### config.mk
export PLATFORM = sky130hd
export DESIGN_NAME = image_loader
export DESIGN_NICKNAME = d
export VERILOG_FILES = /design/src/rtl/image_loader.sv
export SDC_FILE = /design/constraint.sdc
export NUM_CORES = 1
export LEC_CHECK = 0
export ABC_CLOCK_PERIOD_IN_PS = 3700
export BUFFER_PORTS_ARGS = -buffer_cell sky130_fd_sc_hd__clkbuf_2
export CORE_ASPECT_RATIO = 0.6
export CORE_MARGIN = 2
export CORE_UTILIZATION = 25
export CTS_BUF_LIST = sky130_fd_sc_hd__clkbuf_2 sky130_fd_sc_hd__clkbuf_4 sky130_fd_sc_hd__clkbuf_8
export DETAILED_ROUTE_END_ITERATION = 8
export SETUP_SLACK_MARGIN = 0.5
export SYNTH_ARGS = -nofsm -noshare
export SYNTH_HDL_FRONTEND = slang
export SYNTH_SLANG_ARGS = --single-unit
### constraint.sdc
create_clock -name clk -period 3.7 [get_ports clk]
set_input_delay 0 -clock clk [delete_from_list [all_inputs] [get_ports clk]]
set_output_delay 0 -clock clk [all_outputs]
set_load 0.01 [all_outputs]
### src/rtl/image_loader.sv
// -----------------------------------------------------------------------------
// image_loader
//
// Streams NUM_PIXELS bytes from a valid/ready source into the data RAM. Each
// byte is zero-extended and written to BASE_ADDR + index. While a load is in
// progress the processor's memory-stage write port is held off. In every other
// state that port passes straight through to the RAM.
//
// Ports
//   clk          single clock; all state changes happen on its rising edge
//   reset        asynchronous, active-high reset
//   start        level-sampled request to begin (or restart) a load
//   in_valid     source presents a pixel on in_data
//   in_data      pixel byte
//   in_ready     loader accepts a pixel this cycle; depends on state only
//   cpu_we       processor write enable
//   cpu_address  processor write address
//   cpu_wd       processor write data
//   mem_we       write enable driven into the data RAM
//   mem_address  address driven into the data RAM
//   mem_wd       write data driven into the data RAM
//   busy         high while a load is in progress
//   done         high once a load has completed
//   count        pixels accepted in the current or last load
// -----------------------------------------------------------------------------
module image_loader #(
   parameter int          NUM_PIXELS = 129600,
   parameter logic [31:0] BASE_ADDR  = 32'd0
) (
   input  logic        clk,
   input  logic        reset,
   input  logic        start,
   input  logic        in_valid,
   input  logic [7:0]  in_data,
   output logic        in_ready,
   input  logic        cpu_we,
   input  logic [31:0] cpu_address,
   input  logic [31:0] cpu_wd,
   output logic        mem_we,
   output logic [31:0] mem_address,
   output logic [31:0] mem_wd,
   output logic        busy,
   output logic        done,
   output logic [16:0] count
);

   // The count of the final transfer. Once that transfer is accepted, count
   // reaches NUM_PIXELS and the FSM leaves LOAD, so the counter cannot wrap.
   localparam logic [16:0] LAST_INDEX = 17'(NUM_PIXELS - 1);

   typedef enum logic [1:0] {
      S_IDLE = 2'd0,
      S_LOAD = 2'd1,
      S_DONE = 2'd2
   } state_t;

   state_t      state_reg, state_next;
   logic [16:0] count_reg, count_next;

   always_ff @(posedge clk or posedge reset) begin
      if (reset) begin
         state_reg <= S_IDLE;
         count_reg <= 17'd0;
      end else begin
         state_reg <= state_next;
         count_reg <= count_next;
      end
   end

   always_comb begin
      // Default: hold state. The RAM port belongs to the processor.
      state_next  = state_reg;
      count_next  = count_reg;
      in_ready    = 1'b0;
      mem_we      = cpu_we;
      mem_address = cpu_address;
      mem_wd      = cpu_wd;

      unique case (state_reg)
         S_IDLE: begin
            if (start) begin
               state_next = S_LOAD;
               count_next = 17'd0;
            end
         end

         S_LOAD: begin
            // The loader owns the RAM port, so processor writes are dropped.
            // Address and data always present the next pixel slot. Only
            // mem_we qualifies whether a write actually happens.
            in_ready    = 1'b1;
            mem_we      = in_valid;
            mem_address = BASE_ADDR + {15'd0, count_reg};
            mem_wd      = {24'd0, in_data};
            if (in_valid) begin
               count_next = count_reg + 17'd1;
               if (count_reg == LAST_INDEX) begin
                  state_next = S_DONE;
               end
            end
         end

         S_DONE: begin
            if (start) begin
               state_next = S_LOAD;
               count_next = 17'd0;
            end
         end

         default: begin
            state_next = S_IDLE;
         end
      endcase
   end

   // Status outputs are decoded from registered state only, so they stay
   // glitch-free.
   assign busy  = (state_reg == S_LOAD);
   assign done  = (state_reg == S_DONE);
   assign count = count_reg;

endmodule
Yosys cells after proc, flatten, opt, wreduce, memory -nomap -nowiden
Cells that the tools add are included.
{ "word_totals": {"input_bits": 77, "regBits": 19, "wordCells": 25, "output_inout_bits": 85} }
{ "classes": {"addsub": 1, "mux": 11, "reduce_logical": 5, "eq_ne": 6} }
{ "op_table": {"columns": ["cell", "count"], "rows": [
  ["$mux 32", 2],
  ["$mux 17", 2],
  ["$pmux 17 s2", 1],
  ["$add 17x1->17 const B", 1],
  ["$eq 17x17->1 const B", 1],
  ["$mux 2", 3],
  ["$reduce_and 3->1", 2],
  ["$ne 2x1->1 const B", 2],
  ["$pmux 2 s2", 1],
  ["$eq 2x1->1 const B", 1],
  ["$eq 2x2->1 const B", 1],
  ["$logic_not 2->1", 1],
  ["$mux 1", 2],
  ["$ne 2x2->1 const B", 1],
  ["$reduce_bool 2->1", 1],
  ["$reduce_or 2->1", 1]
]} }

Logic depth before layout (Yosys ltp)
Gate-level depths: netlist of run 1.
{ "logic_depth": {"ltp_word": 4, "depth_mapped": 6, "ltp_nobuf": 5} }

Worst setup path before layout of run 1
OpenSTA, ideal clock, no wires.
{ "synth_timing": {"path_kind": "register -> register", "startpoint": "reg count_reg[10], in the netlist count[10]", "endpoint": "reg state_reg[0]", "setup_time_ps": 133, "slack_ps": 2022, "path_stages_with_launch": 5, "t_required_ps": 3567, "n_path_buf": 0, "t_arrival_ps": 1545, "cell_sequence": "dfrtp_1 > nand4b_1 > or4_2 > nor4_1 > o21ai_0"} }
{ "synth_via": {"elab_chain_len": 3} }
{ "synth_lines": {"columns": ["item", "line_no", "source"], "rows": [
  ["from (decl)", "58", "logic [16:0] count_reg, count_next;"],
  ["from (signal assigned)", "66", "count_reg <= count_next;"],
  ["$eq 17x17->1", "97", "if (count_reg == LAST_INDEX) begin"],
  ["$ne 2x1->1 (no line)", null, null],
  ["$reduce_and 3->1 (no line)", null, null],
  ["to (signal assigned)", "65", "state_reg <= state_next;"],
  ["to (decl)", "57", "state_t state_reg, state_next;"]
]} }
No other way between the ends.
A chain may end at the register's enable or synchronous reset.

Worst setup path in the final report of run 1
{ "layout_timing": {"startpoint": "reg state_reg[0]", "endpoint": "reg count_reg[11], in the netlist count[11]"} }
{ "layout_via": {"elab_chain_len": 4} }
{ "layout_lines": {"columns": ["item", "line_no", "source"], "rows": [
  ["$eq 2x2->1 or $logic_not 2->1 (tied branches)", "79", "unique case (state_reg)"],
  ["$reduce_or 2->1 (no line)", null, null],
  ["$ne 2x1->1 (no line) or $reduce_bool 2->1 (tied branches)", null, null],
  ["$reduce_and 3->1 (no line)", null, null]
]} }
Parallel ways exist; a longest one is shown, timed or not.

==> results of run 1 <==
## routing by layer
| layer | share of wire [%] | routed length, microns | GRT usage (%) | vias to the layer above |
|---|---|---|---|---|
| li1 | - | - | - | 1052 |
| met2 | 46 | 2470 | 23.8 | 88 |
| met5 | 0 | 0 | 0 | - |
| met4 | 0.75 | 40 | 5.03 | 0 |
| met3 | 7.0 | 378 | 3.47 | 2 |
| met1 | 46 | 2480 | 19.1 | 909 |
## area by class of cell
class | instances | share of cell area (%)
Clock inverter | 1 | 0.201
Timing Repair Buffer | 165 | 33.7
Tap cell | 84 | 4.22
Sequential cell | 19 | 19.1
Inverter | 6 | 0.904
Clock buffer | 3 | 1.66
Multi-Input combinational cell | 188 | 40.3
## through the flow
step,util (%),cells
floorplan,-,228
detailed placement,39.7,461
global placement,39.7,461
global route,40.6,466
finish,40.6,466
CTS,40.6,466
## cell families after synthesis
group / synth area share [%]
fa+ha+maj: 0.787
xor+xnor: 3.31
compound gates: 11.4
simple gates: 47.5
buf+inv: 7.09
flops: 29.9
## timing repair
action	4_1_cts	5_1_grt
hold buffers	1	0
endpoints found under the setup margin	0	0
hold endpoints to repair	19	0
## final timing paths
check | from | to | slack (ns)
worst min-delay path | in_valid | count[0]$_DFFE_PP0P_ | 0.06
max in group asynchronous | reset | count[7]$_DFFE_PP0P_ | 2.83
worst max-delay path | state_reg[0]$_DFFE_PP0P_ | count[11]$_DFFE_PP0P_ | 1.50
min in group asynchronous | reset | count[5]$_DFFE_PP0P_ | 0.40
worst min register to register | count[0]$_DFFE_PP0P_ | count[0]$_DFFE_PP0P_ | 0.60
worst max register to register | state_reg[0]$_DFFE_PP0P_ | count[11]$_DFFE_PP0P_ | 1.50
## where the power goes
group / total (uW) / switching [uW] / internal [uW]
combinational: 229 / 121 / 108
sequential: 266 / 36.3 / 230
clock: 152 / 76.5 / 75.2
## placed cells by master, fill, tap and decap left out, types with 2 or more instances in the layout
cell,Yosys,final
clkbuf_2,0,161
xor2_1,5,5
or4_1,4,4
or3_1,2,2
or3_2,3,3
and2_1,40,40
inv_1,6,6
buf_4,1,3
o21ai_0,12,12
a21oi_1,9,9
nor2b_1,2,2
nor2_1,6,6
o2111ai_2,2,2
nand3_1,4,4
nand2_1,78,78
clkbuf_8,0,3
dfrtp_1,19,19
o31ai_1,4,4
nand4_1,4,4
## worst max-delay path: stages, from the launching register on
cell and delay [ns]:
dfrtp_1 0.44, nor2b_1 0.65, o2111ai_2 0.39, or3_2 0.50, a21oi_1 0.15
==> impl_results.md, run 1 <==
* Total power at ~650 uW
* Yosys reg bits at 19
* First-pass GRT wire length at 8070 microns
* Yosys top cell area share at 29.9%
* Post-CTS resize count at 0
* Final count of negative-setup-slack endpoints at 0
* Largest register FFs at 17
* Hold path depth at 3
* Most used DFF post-synth: dfrtp_1
* Fillers at 636
* Final hold slack at 0.0557 ns
* Syn. warnings at 0
* Number of remaining DRC errors at 0
* Largest area contributor in the netlist: dfrtp_1
* Number of global-route vias before repair at 1758
* Storage cell area at ~480 sq um
* Unique cell type count in the Yosys netlist at 31
* Pin count of the biggest net entering global routing at 60
* R2r worst-path depth at 4
* EDFF count, synth at 0
* Avg WL per Cell at 11.5 microns
* Max-cap violation count at 0
* Die area at 7030 sq um
* Post-Syn Instances at 228
* RSZ-0062 raised after global routing: no
* Worst-path maximum fanout at 10
* Final Hold Fails at 0
* Setup TNS at 0 ns
* Core area at 6140 sq um
* Hold crit path type: primary input to flip-flop
* Crit. End Element: flip-flop
* Ys async rst share at 100%
* Hpwl dp at 4330 microns
* Layout cell share with drive strength beyond 1 at between 40% and 50%
* Post-route cell area at 2490 sq um
* Multi-input gate area in the final layout at about 1000 sq um
* Area Overhead vs Synth at 56.8%
* Ranking of synthesized cells by area: dfrtp_1 (30%), nand2_1 (18%), and2_1 (16%), o21ai_0 (3.8%), a21oi_1 (2.8%)
* TritonCTS sink count at 19
* Port buffer count at around 160
* Placement Rows at 22
* Antenna-violating nets left at 0
* DP Area at roughly 2400 sq um
* Worst VDD drop at about 0.00012 V
* Antenna violations before repair at 0
* Root buffer cell: clkbuf_8
* GPL Wtd Cong at 0.754
* Starting Density at 25.9%
* Top cells by count, synth: nand2_1 (78), and2_1 (40), dfrtp_1 (19)
* Drt first pass iters at 4
* CTS clk-pin slew, worst paths at 0.08 ns
* Vias per cell at 4.40
* Drt initial violations at 43
* Max Slew Vio Count at 0
* Crit Path Class: flip-flop to flip-flop
* Post-CTS Setup Inserts at 0
* Fmax at 455 MHz
* Slew @ Worst Pin at 0.798 ns
* CTS tree: done
* Die height at between 60 and 70 microns
* Syn Nets at between 300 and 400
* Final nets at 461
* PD cells at around 260 nW/um^2
* N_diodes at 0
* Final min period at 2.20 ns
* H-tree lvl count at 1
* Die width at 107 microns
* Io pins at 162
* Seq/Total Area, Yosys at 29.9%
* Pleak at 0.00145 uW
* Top-count cell post-synth: nand2_1
* Pre-CTS setup slack at 1.53 ns
* Mapped cell area at 1590 sq um
* Outcome: complete, no violations
* Total global routing overflow at 0
* CTS buffer count at 3
* CP required at 3.90 ns
* CP startpoint kind: flip-flop
* Avg Cell Area, Syn at 6.97 sq um
* Slew headroom at 46.7%
* Final worst setup slack at 1.50 ns
* Skew-Pair Late Insertion Delay at between 0.2 and 0.3 ns
* Period utilisation layout at 59.4%
* Final Skew at 0.00561 ns
* Worst Path Arrival at 2.40 ns
* GRT Total Usage at 14.6%
* Total Wirelength at roughly 5400 microns
* Vias at 2051
* CTS max path bufs at 2
(Power assumes the default switching activity.)
==> run 2: changes to the inputs <==
- ABC_CLOCK_PERIOD_IN_PS: 3700 -> 2000
- clock period: 3.7 -> 2 ns (I/O delays scaled with it)
==> impl_results.md, run 2 (same netlist as run 1, synthesis figures left out) <==
* H-tree lvl count at 1 (unchanged)
* Vias at 2330 (was 2051)
* Period utilisation layout at 79.0% (was 59.4%)
* Die width at 107 microns (unchanged)
* Crit Path Class: flip-flop to flip-flop (unchanged)
* Area Overhead vs Synth at 106% (was 56.8%)
* Wl on met1 at 3240 microns (was 2480 microns)
* CTS buffer count at 3 (unchanged)
* DR top layer: met4 (unchanged)
* Most frequent cells in the layout: clkbuf_2 (132), nand2_1 (69), buf_4 (28) (was clkbuf_2 (161), nand2_1 (78), and2_1 (40))
* CTS clk-pin slew, worst paths at 0.07 ns (was 0.08 ns)
* Final nets at 503 (was 461)
* CP required at 2.19 ns (was 3.90 ns)
* CTS tree: done (unchanged)
* Pleak at 0.00178 uW (was 0.00145 uW)
* Worst Path Arrival at 1.77 ns (was 2.40 ns)
* Drt initial violations at 127 (was 43)
* Skew-Pair Late Insertion Delay at 0.26 ns (was 0.27 ns)
* Worst-path maximum fanout at 5 (was 10)
* Slew headroom at 51.4% (was 46.7%)
* Dpl cells at 463 (was 461)
* Total global routing overflow at 0 (unchanged)
* Total Wirelength at 7030 microns (was 5370 microns)
* Most common cell after layout, fill and taps aside: clkbuf_2 (unchanged)
* Avg WL per Cell at 13.8 microns (was 11.5 microns)
* Slew @ Worst Pin at 0.728 ns (was 0.798 ns)
* RSZ-0062 raised after global routing: yes (was no)
* Crit. End Element: flip-flop (unchanged)
* Number of remaining DRC errors at 0 (unchanged)
* Die area at 7030 sq um (unchanged)
* Final count of negative-setup-slack endpoints at 0 (unchanged)
* Hold path depth at 3 (unchanged)
* CP startpoint kind: flip-flop (unchanged)
* Max Slew Vio Count at 0 (unchanged)
* Hpwl dp at 4410 microns (was 4330 microns)
* Vias per cell at 4.59 (was 4.40)
* First-pass GRT wire length at 9190 microns (was 8070 microns)
* Largest register FFs at 17 (unchanged)
* R2r worst-path depth at 4 (unchanged)
* Antenna violations before repair at 0 (unchanged)
* PD cells at 428 nW/um^2 (was 260 nW/um^2)
* Total power at 1400 uW (was 647 uW)
* Fmax at 633 MHz (was 455 MHz)
* DR WL met2 at 3180 microns (was 2470 microns)
* Number of global-route vias before repair at 1987 (was 1758)
* Outcome: complete, no violations (unchanged)
* Met3 wire len at 465 microns (was 378 microns)
* Final min period at 1.58 ns (was 2.20 ns)
* N_diodes at 0 (unchanged)
* TritonCTS sink count at 19 (unchanged)
* Non-Filler Instances at 508 (was 466)
* Core area at 6140 sq um (unchanged)
* Layout cell share with drive strength beyond 1 at 63.0% (was 45.8%)
* Hold crit path type: primary input to flip-flop (unchanged)
* Starting Density at 25.9% (unchanged)
* GRT Total Usage at 16.2% (was 14.6%)
* Antenna-violating nets left at 0 (unchanged)
* Placement Rows at 22 (unchanged)
* Final Hold Fails at 0 (unchanged)
* Worst VDD drop at 0.000252 V (was 0.000124 V)
* GPL Wtd Cong at 0.766 (was 0.754)
* Drt first pass iters at 4 (unchanged)
* Die height at 65.8 microns (unchanged)
* Pin count of the biggest net entering global routing at 47 (was 60)
* Io pins at 162 (unchanged)
* Root buffer cell: clkbuf_8 (unchanged)
* Port buffer count at 161 (unchanged)
* Max-cap violation count at 0 (unchanged)
* CTS max path bufs at 2 (unchanged)
* Setup TNS at 0 ns (unchanged)
* Final Skew at 0.00221 ns (was 0.00561 ns)
[run 2: changes by cell type in the layout (fill, tap and decap cells not counted), moves of 9 or more]
| cell | delta |
|---|---|
| buf_2 | +17 |
| nand2_1 | -9 |
| buf_6 | +16 |
| clkbuf_2 | -29 |
| buf_4 | +25 |
| and2_4 | +14 |
| and2_1 | -14 |
[run 2: worst max-delay path, cell delays in order (launching register included)]
cell     delay [ns]
dfrtp_2        0.39
nand4_1        0.18
or2_4          0.32
or4_4          0.47
a21oi_1        0.15
[run 2: path summary, 6_finish.rpt]
path / startpoint / end / slack [ns]
worst max register to register: count[8]$_DFFE_PP0P_ / count[14]$_DFFE_PP0P_ / 0.42
min in group asynchronous: reset / count[15]$_DFFE_PP0P_ / 0.41
worst min register to register: count[9]$_DFFE_PP0P_ / count[9]$_DFFE_PP0P_ / 0.57
worst max-delay path: count[8]$_DFFE_PP0P_ / count[14]$_DFFE_PP0P_ / 0.42
max in group asynchronous: reset / state_reg[0]$_DFFE_PP0P_ / 1.08
worst min-delay path: in_valid / count[0]$_DFFE_PP0P_ / 0.05
[run 2: repair_timing]
| item | CTS | global route |
|---|---|---|
| setup endpoints to repair | 71 | 61 |
| gates resized for setup | 14 | 94 |
| hold buffers | 1 | 0 |
| endpoints found under the hold margin | 19 | 0 |
| setup buffers | 18 | 12 |
| cloned | 1 | 9 |
| pin swaps | 6 | 12 |
[run 2: metrics by stage]
step                utilization, %  worst slack, ns  hold WS, ns  cell area (sq um)
detailed placement            40.9            0.247        0.146               2510
global route                  53.2            0.342       0.0711               3270
finish                        53.2            0.420       0.0450               3270
global placement              40.9            0.325        0.149               2510
floorplan                        -            0.445      -0.0492               1640
CTS                           45.1            0.462       0.0763               2770
[run 2: cell type report]
cell class | count | area (sq um)
Fill cell | 581 | 2870
Tap cell | 84 | 105
Sequential cell | 19 | 485
Multi-Input combinational cell | 190 | 1220
Timing Repair Buffer | 205 | 1370
Clock buffer | 4 | 48.8
Inverter | 6 | 35.0
[run 2: routing by layer]
metal | vias to the layer above | global-route usage, %
li1 | 1147 | -
met1 | 1066 | 21.0
met2 | 105 | 26.0
met3 | 12 | 4.56
met4 | 0 | 5.19
met5 | - | 0
[run 2: report_power, final]
part           switching [uW]  internal, uW  leakage [uW]
combinational             310           319       0.00151
clock                     133           155     0.0000262
sequential               51.0           429      0.000244
total                     494           903       0.00178
==> run 3: changes to the inputs <==
- ABC_CLOCK_PERIOD_IN_PS: 2000 -> 1400
- clock period: 2 -> 1.4 ns (I/O delays scaled with it)
==> impl_results.md, run 3 (same netlist as run 1, synthesis figures left out) <==
* Number of global-route vias before repair at 2128 (was 1987)
* DR WL met2 at 3710 microns (was 3180 microns)
* N_diodes at 0 (unchanged)
* CP startpoint kind: flip-flop (unchanged)
* Max-cap violation count at 0 (unchanged)
* Number of remaining DRC errors at 0 (unchanged)
* Layout cell share with drive strength beyond 1 at 84.0% (was 63.0%)
* Final Skew at 0.00589 ns (was 0.00221 ns)
* CTS max path bufs at 2 (unchanged)
* Drt first pass iters at 4 (unchanged)
* Crit-path leading delay family: simple AND/OR/NAND/NOR gates (unchanged)
* Crit. End Element: flip-flop (unchanged)
* Worst path buffer plus inverter count at 0 (unchanged)
* Period utilisation layout at 113% (was 79.0%)
* Wl on met1 at 3070 microns (was 3240 microns)
* Area Overhead vs Synth at 158% (was 106%)
* First-pass GRT wire length at 9890 microns (was 9190 microns)
* CTS clk-pin slew, worst paths at 0.08 ns (was 0.07 ns)
* Core area at 6140 sq um (unchanged)
* Post-layout util at 66.8% (was 53.2%)
* Placement Rows at 22 (unchanged)
* Total global routing overflow at 0 (unchanged)
* H-tree lvl count at 1 (unchanged)
* Vias at 2386 (was 2330)
* Setup TNS at -9.25 ns (was 0 ns)
* Final min period at 1.58 ns (about the same)
* Most common cell after layout, fill and taps aside: clkbuf_2 (unchanged)
* Crit Path Class: flip-flop to flip-flop (unchanged)
* Root buffer cell: clkbuf_8 (unchanged)
* Fmax at 633 MHz (about the same)
* Final Hold Fails at 0 (unchanged)
* Pin count of the biggest net entering global routing at 21 (was 47)
* Antenna-violating nets left at 0 (unchanged)
* CP required at 1.60 ns (was 2.19 ns)
* GRT Total Usage at 17.4% (was 16.2%)
* Max Slew Vio Count at 0 (unchanged)
* CTS tree: done (unchanged)
* GPL Wtd Cong at 0.762 (was 0.766)
* Die width at 107 microns (unchanged)
* Starting Density at 25.9% (unchanged)
* Die area at 7030 sq um (unchanged)
* Pre-CTS setup slack at -0.189 ns (was 0.247 ns)
* Max stage delay on crit path at 0.46 ns (was 0.47 ns)
* Total Wirelength at 7290 microns (was 7030 microns)
* Vias per cell at 4.53 (was 4.59)
* Hold crit path type: primary input to flip-flop (unchanged)
* Antenna violations before repair at 0 (unchanged)
* Die height at 65.8 microns (unchanged)
* Skew-Pair Late Insertion Delay at 0.26 ns (about the same)
* Hpwl dp at 4970 microns (was 4410 microns)
* Io pins at 162 (unchanged)
* Pleak at 0.00209 uW (was 0.00178 uW)
* TritonCTS sink count at 19 (unchanged)
* Avg WL per Cell at 13.8 microns (about the same)
* Final count of negative-setup-slack endpoints at 76 (was 0)
* Drt initial violations at 67 (was 127)
* Worst-path maximum fanout at 5 (unchanged)
* Final nets at 522 (was 503)
* Port buffer count at 161 (unchanged)
* DR top layer: met3 (was met4)
* Min-delay src: start (was in_valid)
* Most frequent cells in the layout: clkbuf_2 (119), buf_6 (61), nand2_2 (41) (was clkbuf_2 (132), nand2_1 (69), buf_4 (28))
* CTS buffer count at 3 (unchanged)
* RSZ-0062 raised after global routing: yes (unchanged)
* Launch point of the worst path: state_reg[1]$_DFFE_PP0P_ (was count[8]$_DFFE_PP0P_)
* PD cells at 590 nW/um^2 (was 428 nW/um^2)
* Slew @ Worst Pin at 0.292 ns (was 0.728 ns)
* Largest register FFs at 17 (unchanged)
* Cell Chain, Critical Path: and3b_2 -> o2111ai_4 -> or4_1 -> a21oi_2 (was nand4_1 -> or2_4 -> or4_4 -> a21oi_1)
* Final worst setup slack at -0.179 ns (was 0.420 ns)
* Worst VDD drop at 0.000760 V (was 0.000252 V)
* Violated checks: negative setup slack
* R2R Path Start: state_reg[1]$_DFFE_PP0P_ (was count[8]$_DFFE_PP0P_)
* Slew headroom at 80.4% (was 51.4%)
* Outcome: complete, but fails checks (was complete, no violations)
* Worst Path Arrival at 1.78 ns (was 1.77 ns)
* Worst path slowest cell: or4_1 (was or4_4)
* Met3 wire len at 505 microns (was 465 microns)
-- run 3: changes by cell type in the layout (fill, tap and decap cells not counted), moves of 4 or more --
cell / previous run / this run
buf_2: 17 / 5
buf_6: 16 / 61
and2_1: 26 / 1
nand2_4: 1 / 17
nand2_1: 69 / 20
o21ai_4: 0 / 4
o21ai_0: 9 / 3
nand2_2: 8 / 41
and2_4: 14 / 39
clkbuf_2: 132 / 119
buf_4: 28 / 21
-- run 3: metrics by stage --
stage / cell area, sq um / hold slack (ns) / instances / power (uW)
final: 4100 / 0.0804 / 527 / 2420
after global routing: 4100 / 0.0999 / 527 / 2550
after CTS: 3540 / 0.138 / 516 / 2180
after detailed placement: 3220 / 0.0168 / 501 / 1640
after global placement: 3220 / 0.0203 / 501 / 1630
after floorplan: 2150 / -0.0494 / 228 / 1200
-- run 3: what timing repair did --
action,4_1_cts,5_1_grt
cloned,4,8
hold buffers,1,0
pin swaps,7,4
setup buffers,6,3
hold endpoints to repair,19,0
setup endpoints to repair,102,104
resized for setup,36,117
-- run 3: area by class of cell --
| type | instances | area (sq um) |
|---|---|---|
| flip-flops and latches | 19 | 489 |
| repair inverters | 1 | 16.3 |
| inverters | 6 | 38.8 |
| well taps | 84 | 105 |
| multi-input cells | 189 | 1540 |
| fillers | 504 | 2040 |
| repair buffers | 224 | 1860 |
| clock buffers | 4 | 48.8 |
-- run 3: report_power, final --
| part | internal (uW) | leakage [uW] | total, uW | switching, uW |
|---|---|---|---|---|
| Sequential | 615 | 0.000239 | 679 | 63.7 |
| Combinational | 755 | 0.00182 | 1330 | 573 |
| Clock | 222 | 0.0000262 | 416 | 194 |
-- run 3: final timing paths --
| check | to | slack [ns] | cells past startpoint |
|---|---|---|---|
| hold reg to reg | count[15]$_DFFE_PP0P_ | 0.62 | 2 |
| setup / recovery | count[16]$_DFFE_PP0P_ | -0.18 | 4 |
| setup reg to reg | count[16]$_DFFE_PP0P_ | -0.18 | 4 |
| max in group asynchronous | count[2]$_DFFE_PP0P_ | 0.89 | 4 |
| min in group asynchronous | count[9]$_DFFE_PP0P_ | 0.28 | 4 |
| hold / removal | state_reg[0]$_DFFE_PP0P_ | 0.08 | 3 |
-- run 3: worst min-delay path, delay by kind of cell --
family | cells | cell delay, ns
simple gates | 1 | 0.12
buf+inv | 1 | 0.11
compound gates | 1 | 0.08
-- run 3: metal layers --
| metal | track usage (%) | vias up |
|---|---|---|
| met5 | 0 | - |
| met4 | 0.487 | 0 |
| met3 | 3.47 | 0 |
| met2 | 31.2 | 92 |
| met1 | 22.9 | 1108 |
| li1 | - | 1186 |
